===== src/rtl/mem_access_unit.sv =====
// mem_access_unit: sequences one load/store at a time onto the DataMemory
// port (MRd/MWrt/FUNC3/ADDR/W_DATA/R_DATA) and returns a one-cycle response.
// Ports: CLK/RESET (sync, active-high); REQ_* request handshake from the
// pipeline; RSP_* completion pulse with load data / error flag; MRd, MWrt,
// FUNC3, ADDR, W_DATA, R_DATA connect straight to the DataMemory.
module mem_access_unit #(
  parameter int RD_LATENCY = 1,  // cycles MRd is held before R_DATA is sampled (1..15)
  parameter int WR_CYCLES  = 2   // cycles MWrt is held per store (1..15)
) (
  input  logic        CLK,
  input  logic        RESET,
  input  logic        REQ_VALID,
  output logic        REQ_READY,
  input  logic        REQ_WE,
  input  logic [2:0]  REQ_FUNC3,
  input  logic [31:0] REQ_ADDR,
  input  logic [31:0] REQ_WDATA,
  output logic        RSP_VALID,
  output logic [31:0] RSP_RDATA,
  output logic        RSP_ERR,
  output logic        MRd,
  output logic        MWrt,
  output logic [2:0]  FUNC3,
  output logic [31:0] ADDR,
  output logic [31:0] W_DATA,
  input  logic [31:0] R_DATA
);

  typedef enum logic [1:0] {
    IDLE   = 2'd0,
    ACCESS = 2'd1,
    RESP   = 2'd2
  } state_t;

  state_t      state_q;
  logic [3:0]  cnt_q;
  logic        we_q;
  logic [2:0]  func3_q;
  logic [31:0] addr_q;
  logic [31:0] wdata_q;
  logic        mrd_q;
  logic        mwrt_q;
  logic        rsp_vld_q;
  logic        rsp_err_q;
  logic [31:0] rsp_rdata_q;

  logic        illegal_d;
  logic [3:0]  cnt_d;

  // Width-code / alignment legality of the request currently presented.
  always_comb begin
    illegal_d = 1'b1;
    case (REQ_FUNC3)
      3'b000:  illegal_d = 1'b0;                     // B
      3'b001:  illegal_d = REQ_ADDR[0];              // H
      3'b010:  illegal_d = (REQ_ADDR[1:0] != 2'b00); // W
      3'b100:  illegal_d = REQ_WE;                   // BU: loads only
      3'b101:  illegal_d = REQ_WE | REQ_ADDR[0];     // HU: loads only
      default: illegal_d = 1'b1;
    endcase
  end

  assign cnt_d = REQ_WE ? 4'(WR_CYCLES) : 4'(RD_LATENCY);

  // Ready is gated by RESET so nothing is accepted while reset is held.
  assign REQ_READY = (state_q == IDLE) && !RESET;

  always_ff @(posedge CLK) begin
    if (RESET) begin
      state_q     <= IDLE;
      cnt_q       <= 4'd0;
      we_q        <= 1'b0;
      func3_q     <= 3'b000;
      addr_q      <= 32'd0;
      wdata_q     <= 32'd0;
      mrd_q       <= 1'b0;
      mwrt_q      <= 1'b0;
      rsp_vld_q   <= 1'b0;
      rsp_err_q   <= 1'b0;
      rsp_rdata_q <= 32'd0;
    end else begin
      case (state_q)
        IDLE: begin
          if (REQ_VALID) begin
            // Memory-facing fields are latched on every accept and held until
            // the next one; W_DATA stays zero for loads.
            we_q    <= REQ_WE;
            func3_q <= REQ_FUNC3;
            addr_q  <= REQ_ADDR;
            wdata_q <= REQ_WE ? REQ_WDATA : 32'd0;
            if (illegal_d) begin
              // Rejected accesses skip the memory entirely.
              state_q     <= RESP;
              rsp_vld_q   <= 1'b1;
              rsp_err_q   <= 1'b1;
              rsp_rdata_q <= 32'd0;
            end else begin
              state_q <= ACCESS;
              cnt_q   <= cnt_d;
              mrd_q   <= ~REQ_WE;
              mwrt_q  <= REQ_WE;
            end
          end
        end
        ACCESS: begin
          cnt_q <= cnt_q - 4'd1;
          if (cnt_q == 4'd1) begin
            // Last strobe cycle: R_DATA reflects the held address now.
            mrd_q       <= 1'b0;
            mwrt_q      <= 1'b0;
            rsp_vld_q   <= 1'b1;
            rsp_err_q   <= 1'b0;
            rsp_rdata_q <= we_q ? 32'd0 : R_DATA;
            state_q     <= RESP;
          end
        end
        RESP: begin
          rsp_vld_q <= 1'b0;
          state_q   <= IDLE;
        end
        default: begin
          state_q <= IDLE;
        end
      endcase
    end
  end

  assign RSP_VALID = rsp_vld_q;
  assign RSP_ERR   = rsp_err_q;
  assign RSP_RDATA = rsp_rdata_q;
  assign MRd       = mrd_q;
  assign MWrt      = mwrt_q;
  assign FUNC3     = func3_q;
  assign ADDR      = addr_q;
  assign W_DATA    = wdata_q;

endmodule


===== config.mk =====
export PLATFORM = sky130hd
export DESIGN_NAME = mem_access_unit
export DESIGN_NICKNAME = d
export VERILOG_FILES = /design/src/rtl/mem_access_unit.sv
export SDC_FILE = /design/constraint.sdc
export NUM_CORES = 1
export LEC_CHECK = 0
export BUFFER_PORTS_ARGS = -buffer_cell sky130_fd_sc_hd__buf_2
export CORE_UTILIZATION = 45
export DETAILED_ROUTE_END_ITERATION = 12
export GPL_TIMING_DRIVEN = 0
export PLACE_DENSITY = 0.78
export SLEW_MARGIN = 25
export SYNTH_ARGS = -nofsm -noshare
export SYNTH_HDL_FRONTEND = slang
export SYNTH_SLANG_ARGS = --single-unit

===== constraint.sdc =====
create_clock -name CLK -period 3.6 [get_ports CLK]
set_input_delay 0.72 -clock CLK [delete_from_list [all_inputs] [get_ports CLK]]
set_output_delay 0.72 -clock CLK [all_outputs]
set_load 0.02 [all_outputs]

==> qor_table.md <==
| Step | Quantity | This run |
|:---|:---|:---|
| clocking | TritonCTS sink count | 110 |
| timing | Crit path time final | 2656 ps |
| clocking | Max H-tree Level | 3 |
| clocking | Clk buf depth | 2 |
| setup path | Data required time at the worst endpoint | 2880 ps |
| detailed routing | Post-detailed-routing wire length | 11.52 mm |
| die | Die footprint | 9858 um2 |
| timing | Clock tree skew after final layout | 15.83 ps |
| logic synthesis | Gate count after technology mapping | 503 |
| timing | Finish-stage setup viols | 0 |
| detailed routing | Detail Route Antenna Nets | 0 |
| logic synthesis | Async set or reset register ratio after synthesis | 0% |
| logic synthesis | Number of distinct library cells after synthesis | 35 |
| detailed routing | Detailed-route via count | 4183 |
| job | Maximum capacitance violations | 0 |
| logic synthesis | Average instance area after synthesis | 8.467 um2 |
| die | Core Region | 9196 um2 |
| final layout | Post-route insts no fill | 834 |
| clocking | Number of instances resized during post-cts repair | 0 |
| final layout | Area growth from synthesis to layout | 31.32% |
| grt | Number of global-route vias before repair | 3999 |
| logic synthesis | EDFF count, synth | 0 |
| detailed routing | Detailed router's first-iteration violation count | 110 |
| pwr | Fraction of power spent switching nets | 29.72% |
| clocking | Total clock buffers created by CTS | 9 |
| setup path | Startpoint kind of the worst setup timing path | input pin |
| pwr | Clock network fraction of total power | 27.8% |
| place | DP HPWL | 8.769 mm |
| final layout | Number of diodes | 0 |
| timing | Number of pins exceeding their max-slew limit in the final report | 0 |
| logic synthesis | Yosys Warn Count | 0 |
| clocking | Hold-fix buffer count after cts | 0 |
| grt | Aggregate global routing overflow | 0 |
| pwr | Maximum vdd ir drop | 0.0002854 V |
| setup path | FF-to-FF setup slack | 1600 ps |
| pwr | Power per standard cell area | 432.6 nW/um2 |
| setup path | Data arrival, critical path | 1940 ps |
| setup path | Critical setup path kind | input pin to output port |
| timing | Post-Route Hold Slack | 453.2 ps |
| grt | Antenna violations before repair | 0 |
| detailed routing | Vias per cell | 5.016 |
| run status | Status | complete, no violations |
| die | Boundary Pins | 207 |
| clocking | Clk root buf | sky130_fd_sc_hd__clkbuf_8 |
| timing | Setup_tns | 0 ps |
| timing | Transition time at the pin with the least slew margin | 672.8 ps |
| final layout | Layout net count | 824 |
| place | Port buffer count | 205 |
| die | Die Y-Extent | 99.29 um |
| place | Placer's final routability congestion estimate | 0.8407 |
| detailed routing | Post-DR wirelength/cell | 13.81 um |
| clocking | CTS clk-pin slew, worst paths | 100 ps |
| logic synthesis | Share of synthesized area occupied by flip-flops and latches | 51.70% |
| pwr | Proportion of power drawn by flip-flops and latches | 54.0% |
| timing | Number of hold violations in the final report | 0 |
| final layout | Most frequent cells in the layout | sky130_fd_sc_hd__buf_2, sky130_fd_sc_hd__nand2_1, sky130_fd_sc_hd__dfxtp_1 |
| clocking | CTS tree | yes |
| die | Number of rows in the core area | 35 |
| timing | Max frequency | 0.3766 GHz |
| final layout | Layout cell share with drive strength beyond 1 | 32.64% |
| timing | Relative slew margins | 54.80% |
| die | Starting Density | 46.31% |
| logic synthesis | Most used flip-flop cell after synthesis | sky130_fd_sc_hd__dfxtp_1 |
| place | Placed Cells | 819 |
| grt | Global Route Usage Sum | 23.03% |
| pwr | Comb pwr share | 18.3% |
| timing | Setup repair after global routing missed its margin | false |
| clocking | Clock network latency to the later pin of the worst-skew pair | 360 ps |
| logic synthesis | Net count of the mapped netlist | 608 |
| logic synthesis | FF+latch count, synth | 110 |
| timing | Share of the clock period used by the worst path | 73.77% |
| die | Chip Width | 99.29 um |
| setup path | Endpoint class of the critical path | output port |
| worst hold path | Worst hold-check path type | register to register |
| grt | Largest net degree at the start of global routing | 19 |
| timing | Setup ws final | 944.4 ps |
| logic synthesis | Combined area of all synthesized cells | 4259 um2 |
| final layout | Most common cell after layout, fill and taps aside | sky130_fd_sc_hd__buf_2 |
| place | Dpl ws | 960.1 ps |
| grt | First-pass GRT wire length | 18.17 mm |
| pwr | Power spent charging and discharging nets | 719.1 uW |
| setup path | Top fanout value on the critical path | 10 |
| detailed routing | Iteration count of the initial detailed-routing pass | 4 |
| detailed routing | DRC violation count after routing | 0 |
| clocking | Total setup buffers inserted after CTS | 0 |
| pwr | Internal power consumption | 1.701 mW |
| pwr | Leakage Power | 2.666 nW |
[sequential cells by signal, indices dropped and copies added (netlist names)]
register and flops:
RSP_RDATA 32, MRd 1, MWrt 1, RSP_VALID 1
W_DATA 32, RSP_ERR 1, we_q 1, ADDR 32
cnt_q 4, FUNC3 3, state_q 2
[worst paths after layout]
path               from          to  cells after the start
min reg2reg  W_DATA[31]  W_DATA[31]                      2
max               RESET   REQ_READY                      5
min          W_DATA[31]  W_DATA[31]                      2
max reg2reg  state_q[1]        MWrt                      5
[area by class of cell]
class | instances | area (um2)
Multi-Input combinational cell | 349 | 1854
Clock buffer | 9 | 123.9
Tap cell | 111 | 138.9
Sequential cell | 110 | 2202
Timing Repair Buffer | 205 | 1026
Clock inverter | 6 | 45.04
Fill cell | 855 | 3603
Buffer | 39 | 183.9
Inverter | 5 | 18.77
[critical path, cell delays in order]
cell and delay [ps]:
sky130_fd_sc_hd__buf_2 140, sky130_fd_sc_hd__clkbuf_1 290, sky130_fd_sc_hd__clkbuf_1 500, sky130_fd_sc_hd__nor3_1 90, sky130_fd_sc_hd__buf_2 190
[Yosys cell counts, drive strengths merged (3+ instances only)]
cell | count | area (um2)
nand3 | 35 | 175.2
nand2 | 139 | 521.8
clkbuf | 27 | 101.4
mux2i | 32 | 320.3
buf | 12 | 82.58
nor3 | 4 | 25.02
inv | 5 | 18.77
nand2b | 33 | 206.5
dfxtp | 110 | 2202
nor2 | 6 | 22.52
o21ai | 3 | 15.01
a21oi | 74 | 370.4
[metal layers]
layer  routed length (um)  vias up  share of wire, %  global-route usage (%)
met3                  729       12               6.3                   5.552
li1                     -     2093                 -                       -
met1                 4973     1911                43                   27.47
met2                 5652      167                49                   40.17
met5                    0        -                 0                       0
met4                  159        0               1.4                   8.597
[power groups by stage]
stage / sequential, mW / combinational [mW] / clock (mW)
2_1_floorplan: 1.40 / 0.208 / 0
3_3_place_gp: 1.33 / 0.433 / 0
3_5_place_dp: 1.33 / 0.443 / 0
4_1_cts: 1.31 / 0.444 / 0.691
5_1_grt: 1.31 / 0.485 / 0.745
6_report: 1.31 / 0.442 / 0.672
[stage by stage]
| step | power, mW | util, % | cell area (um2) |
|---|---|---|---|
| floorplan | 1.604 | - | 4259 |
| global placement | 1.762 | 58.98 | 5424 |
| detailed placement | 1.776 | 58.98 | 5424 |
| CTS | 2.441 | 60.82 | 5593 |
| global route | 2.543 | 60.82 | 5593 |
| finish | 2.420 | 60.82 | 5593 |
[kinds of logic (layout without fill, tap and decap cells)]
| group | Yosys count | count (layout) | synth area share (%) |
|---|---|---|---|
| AO/OA/AOI/OAI | 87 | 87 | 11.08 |
| adder cells (fa/ha/maj) | 2 | 2 | 0.5875 |
| buffers and inverters | 44 | 264 | 4.759 |
| flip-flops | 110 | 110 | 51.70 |
| multiplexers | 33 | 33 | 7.785 |
| AND/OR/NAND/NOR | 227 | 227 | 24.09 |
Power figures use the tool's default switching activity.
